$ cat src/rtl/uart_rx_pkt_ctrl.sv
// Packet framer behind the UART byte receiver: SYNC, LEN, payload, CHK framing,
// payload buffering for a downstream consumer, and inter-byte timeout supervision.
module uart_rx_pkt_ctrl #(
  parameter logic [7:0] SYNC_BYTE = 8'hAA,
  parameter int         MAX_LEN   = 16,
  parameter int         TIMEOUT   = 5560
) (
  input  logic       clk,
  input  logic       rst,
  input  logic [7:0] rx_data,
  input  logic       rx_valid,
  output logic       rx_rst,
  output logic       pkt_ready,
  input  logic       pkt_ack,
  output logic [4:0] pkt_len,
  input  logic [3:0] rd_addr,
  output logic [7:0] rd_data,
  output logic       err_len,
  output logic       err_chksum,
  output logic       err_timeout,
  output logic       rx_overrun,
  output logic [2:0] state
);

  localparam logic [2:0] ST_IDLE    = 3'd0;
  localparam logic [2:0] ST_LEN     = 3'd1;
  localparam logic [2:0] ST_PAYLOAD = 3'd2;
  localparam logic [2:0] ST_CHK     = 3'd3;
  localparam logic [2:0] ST_HOLD    = 3'd4;

  localparam int          AW       = (MAX_LEN > 1) ? $clog2(MAX_LEN) : 1;
  localparam logic [7:0]  MAX_LEN_B = 8'(MAX_LEN);
  localparam logic [12:0] TO_LAST  = 13'(TIMEOUT - 1);

  logic [2:0]  state_q, state_d;
  logic [12:0] cnt_q, cnt_d;
  logic [7:0]  sum_q, sum_d;
  logic [4:0]  idx_q, idx_d;
  logic [4:0]  len_q, len_d;
  logic        ready_q, ready_d;
  logic        err_len_q, err_len_d;
  logic        err_chk_q, err_chk_d;
  logic        err_to_q, err_to_d;
  logic        ovr_q, ovr_d;
  logic [7:0]  rd_data_q;
  logic        wr_en;
  logic [7:0]  mem_q [MAX_LEN];

  always_comb begin
    state_d   = state_q;
    cnt_d     = cnt_q;
    sum_d     = sum_q;
    idx_d     = idx_q;
    len_d     = len_q;
    err_len_d = 1'b0;
    err_chk_d = 1'b0;
    err_to_d  = 1'b0;
    ovr_d     = 1'b0;
    wr_en     = 1'b0;

    case (state_q)
      ST_IDLE: begin
        cnt_d = '0;
        if (rx_valid && rx_data == SYNC_BYTE) state_d = ST_LEN;
      end
      ST_LEN, ST_PAYLOAD, ST_CHK: begin
        if (rx_valid) begin
          cnt_d = '0;
          case (state_q)
            ST_LEN: begin
              if (rx_data == 8'd0 || rx_data > MAX_LEN_B) begin
                err_len_d = 1'b1;
                state_d   = ST_IDLE;
              end else begin
                len_d   = rx_data[4:0];
                sum_d   = rx_data;
                idx_d   = '0;
                state_d = ST_PAYLOAD;
              end
            end
            ST_PAYLOAD: begin
              wr_en = 1'b1;
              sum_d = sum_q + rx_data;
              idx_d = idx_q + 5'd1;
              if (idx_q == len_q - 5'd1) state_d = ST_CHK;
            end
            default: begin
              if (rx_data == sum_q) begin
                state_d = ST_HOLD;
              end else begin
                err_chk_d = 1'b1;
                state_d   = ST_IDLE;
              end
            end
          endcase
        end else if (cnt_q == TO_LAST) begin
          // Receiver likely lost bit alignment; abandon the packet and resync it.
          err_to_d = 1'b1;
          cnt_d    = '0;
          state_d  = ST_IDLE;
        end else begin
          cnt_d = cnt_q + 13'd1;
        end
      end
      ST_HOLD: begin
        cnt_d = '0;
        if (rx_valid) ovr_d = 1'b1;
        if (pkt_ack) state_d = ST_IDLE;
      end
      default: begin
        cnt_d   = '0;
        state_d = ST_IDLE;
      end
    endcase

    ready_d = (state_d == ST_HOLD);
  end

  always_ff @(posedge clk) begin
    if (rst) begin
      state_q   <= ST_IDLE;
      cnt_q     <= '0;
      sum_q     <= '0;
      idx_q     <= '0;
      len_q     <= '0;
      ready_q   <= 1'b0;
      err_len_q <= 1'b0;
      err_chk_q <= 1'b0;
      err_to_q  <= 1'b0;
      ovr_q     <= 1'b0;
      rd_data_q <= '0;
    end else begin
      state_q   <= state_d;
      cnt_q     <= cnt_d;
      sum_q     <= sum_d;
      idx_q     <= idx_d;
      len_q     <= len_d;
      ready_q   <= ready_d;
      err_len_q <= err_len_d;
      err_chk_q <= err_chk_d;
      err_to_q  <= err_to_d;
      ovr_q     <= ovr_d;
      rd_data_q <= mem_q[rd_addr[AW-1:0]];
    end
  end

  // Payload storage is deliberately not reset; only bytes below pkt_len are meaningful.
  always_ff @(posedge clk) begin
    if (wr_en) mem_q[idx_q[AW-1:0]] <= rx_data;
  end

  assign rx_rst      = err_to_q;
  assign err_timeout = err_to_q;
  assign pkt_ready   = ready_q;
  assign pkt_len     = len_q;
  assign rd_data     = rd_data_q;
  assign err_len     = err_len_q;
  assign err_chksum  = err_chk_q;
  assign rx_overrun  = ovr_q;
  assign state       = state_q;

endmodule
$ cat config.mk
export PLATFORM = sky130hd
export DESIGN_NAME = uart_rx_pkt_ctrl
export DESIGN_NICKNAME = d
export VERILOG_FILES = /design/src/rtl/uart_rx_pkt_ctrl.sv
export SDC_FILE = /design/constraint.sdc
export NUM_CORES = 1
export LEC_CHECK = 0
export BUFFER_PORTS_ARGS = -buffer_cell sky130_fd_sc_hd__buf_2
export CORE_MARGIN = 4
export CORE_UTILIZATION = 39
export CTS_CLUSTER_SIZE = 20
export DETAILED_ROUTE_END_ITERATION = 8
export PLACE_DENSITY = 0.62
export SLEW_MARGIN = 20
export SYNTH_ARGS = -nofsm -noshare
export SYNTH_HDL_FRONTEND = slang
export SYNTH_SLANG_ARGS = --single-unit
$ cat constraint.sdc
create_clock -name clk -period 2.3 [get_ports clk]
set_input_delay 0.23 -clock clk [delete_from_list [all_inputs] [get_ports clk]]
set_output_delay 0.23 -clock clk [all_outputs]
set_load 0.02 [all_outputs]
==> metrics.cfg <==
[timing]
rsz0062_at_grt = no
clock.fmax_ghz = 0.503
worstMarginPinSlew_ns = 0.680
hold-worst-slack_ns = 0.0231
setup_violations = 0
worst_clock_skew_ns = 0.00931
finalCriticalPeriod_ns = 1.99
hold_viol = 0
relSlewSlack_pct = 54.6
slew_violations = 0
setup-tns-final_ns = 0
fin_crit_sh_pct = 86.4

[worst_hold_path]
whs_path_depth = 2
hold_path.class = in2reg

[cts]
ctsResizeCount = 0
clockBufferDepth = 2
clk_latency_ns = 0.42
cts_setup_buffers = 0
cts_tree = done
cts.htree.levels = 4
clockRootBuffer = clkbuf_16
postCtsHoldBufs = 0
clock-sinks = 175
clkTransAtPathRegs_ns = 0.07
cts-buffers-inserted = 17

[route]
routed_via_density = 5.34
ant_nets = 0
drt_first_iter_violations = 274
drc = 0
firstDrtPassIters = 4
wirelength_um = 15700
vias = 4248
drt-wirelength-per-cell_um = 19.7

[placed_design]
dp_hpwl_um = 10500
portBuffers = 37
dpl.cell_count = 764
gp_congestion = 0.794

[grt]
antenna_found_initial = 0
grt_use_met1_pct = 21.1
grt-busiest-layer = met2
grtUsageMet3_pct = 3.65
use_met2_pct = 24.9
grt_pass1_wl_um = 25300
grt_pass1_vias = 4469
overflow = 0
grt_usage_pct = 15.4
grt_start_max_net_pins = 25

[worst_setup_path]
endpoint_kind = flip-flop
r2r_cells = 6
arrival_ns = 2.33
path_class = reg2reg
path_max_fanout = 5
worst_setup_path_start_kind = flip-flop
crit_required_ns = 2.65

[synthesis]
seq_area_frac_synth_pct = 65.1
netlist_area_sq_um = 7340
synth-seq-cells = 175
async_reset_ff_share_pct = 0
synth_top_area_share_pct = 52.3
synth.area.top_cells = edfxtp_1, dfxtp_1, mux4_2
syn_area_per_cell_sq_um = 15.0
synth_flop_cell = edfxtp_1
synth_area_leader_cell = edfxtp_1
synthTopCellsByCount = edfxtp_1, dfxtp_1, nor2_1, mux4_2, mux2i_1
synth_nets = 520
yosys_warnings = 0
synthCells = 490
synth-edff-count = 128
synth_cell_types = 53
synth.most_common_cell = edfxtp_1

[cells_and_area]
diodes = 0
fin_cells = 796
syn2layout_area_growth_pct = 15.9
fin_nets = 584
drive_above_1_share_pct = 22.2

[run_status]
outcome = completed

[die]
initial_core_util_pct = 40.2
rows = 49
dieArea_sq_um = 21100
die_w_um = 145
ios = 38
dieHeight_um = 145
core_area_sq_um = 18300

[power_and_ir_drop]
p_leak_nw = 2.93
powerDensity_nw_per_um2 = 766
ir_drop_uv = 604

[run]
drv_cap = 0

per-layer routing:
metal	wire length (um)	part of all wire, %
met5	0	0
met3	753	4.8
met1	7240	46
met2	7540	48
met4	184	1.2
where the power goes:
group          leakage, nW  internal (W)  switching, W
Combinational         1.11      0.000112      0.000180
Clock                0.287       0.00162       0.00122
Sequential            1.53       0.00339    0.00000204
worst paths after layout:
path	start	to	slack, ns
setup / recovery	sum_q[2]	sum_q[7]	0.31
hold reg to reg	cnt_q[0]	cnt_q[0]	0.47
setup reg to reg	sum_q[2]	sum_q[7]	0.31
hold / removal	pkt_ack	state[2]	0.02
worst max-delay path: stages (launching register included):
cell	delay, ns
dfxtp_1	0.32
ha_1	0.36
o211ai_1	0.11
o21ai_0	0.33
mux2_2	0.39
a211o_1	0.28
a31oi_1	0.11
state kept, by name, indices dropped and copies added (netlist names), 3 cells and up:
register,cells
idx_q,5
sum_q,8
state,3
mem_q,128
cnt_q,13
pkt_len,5
rd_data,8
cell families (layout without fill, tap and decap cells):
logic type,after synthesis,count (layout),synth area share (%)
compound gates,56,56,5.09
buf+inv,34,111,2.32
simple gates,131,131,9.23
mux,53,53,12.5
xor+xnor,27,27,3.22
flops,175,175,65.1
fa+ha+maj,14,14,2.49
cell usage in the layout, fill, tap and decap left out, drive strengths merged, types with 3 or more instances in the layout:
cell type    n
edfxtp     128
buf         66
dfxtp       47
nor2        44
mux4        28
mux2i       19
xnor2       18
clkbuf      18
inv         18
nand2       17
nor3        17
a211oi      17
ha          13
nand3       11
a21oi       11
nor2b       10
xor2         9
o21ai        8
clkinv       7
nand2b       6
mux2         6
nand4        4
nor4         4
and3         3
o211ai       3
a21boi       3
a31oi        3
or3          3
nor3b        3
cell type report:
class                           instances  area, sq um
Tap cell                              229          287
Clock inverter                         14          156
Clock buffer                           18          429
Multi-Input combinational cell        281         2390
Timing Repair Buffer                   66          415
Inverter                               13         48.8
Fill cell                            1572         9760
Sequential cell                       175         4780
stage by stage:
step | total power (W) | setup slack [ns] | util [%] | instance area [sq um]
5_1_grt | 0.00674 | 0.199 | 46.6 | 8510
2_1_floorplan | 0.00363 | 0.274 | - | 7340
3_3_place_gp | 0.00375 | 0.339 | 43.4 | 7930
6_report | 0.00652 | 0.313 | 46.6 | 8510
3_5_place_dp | 0.00376 | 0.313 | 43.4 | 7930
4_1_cts | 0.00657 | 0.325 | 46.6 | 8510
Power figures use the tool's default switching activity.
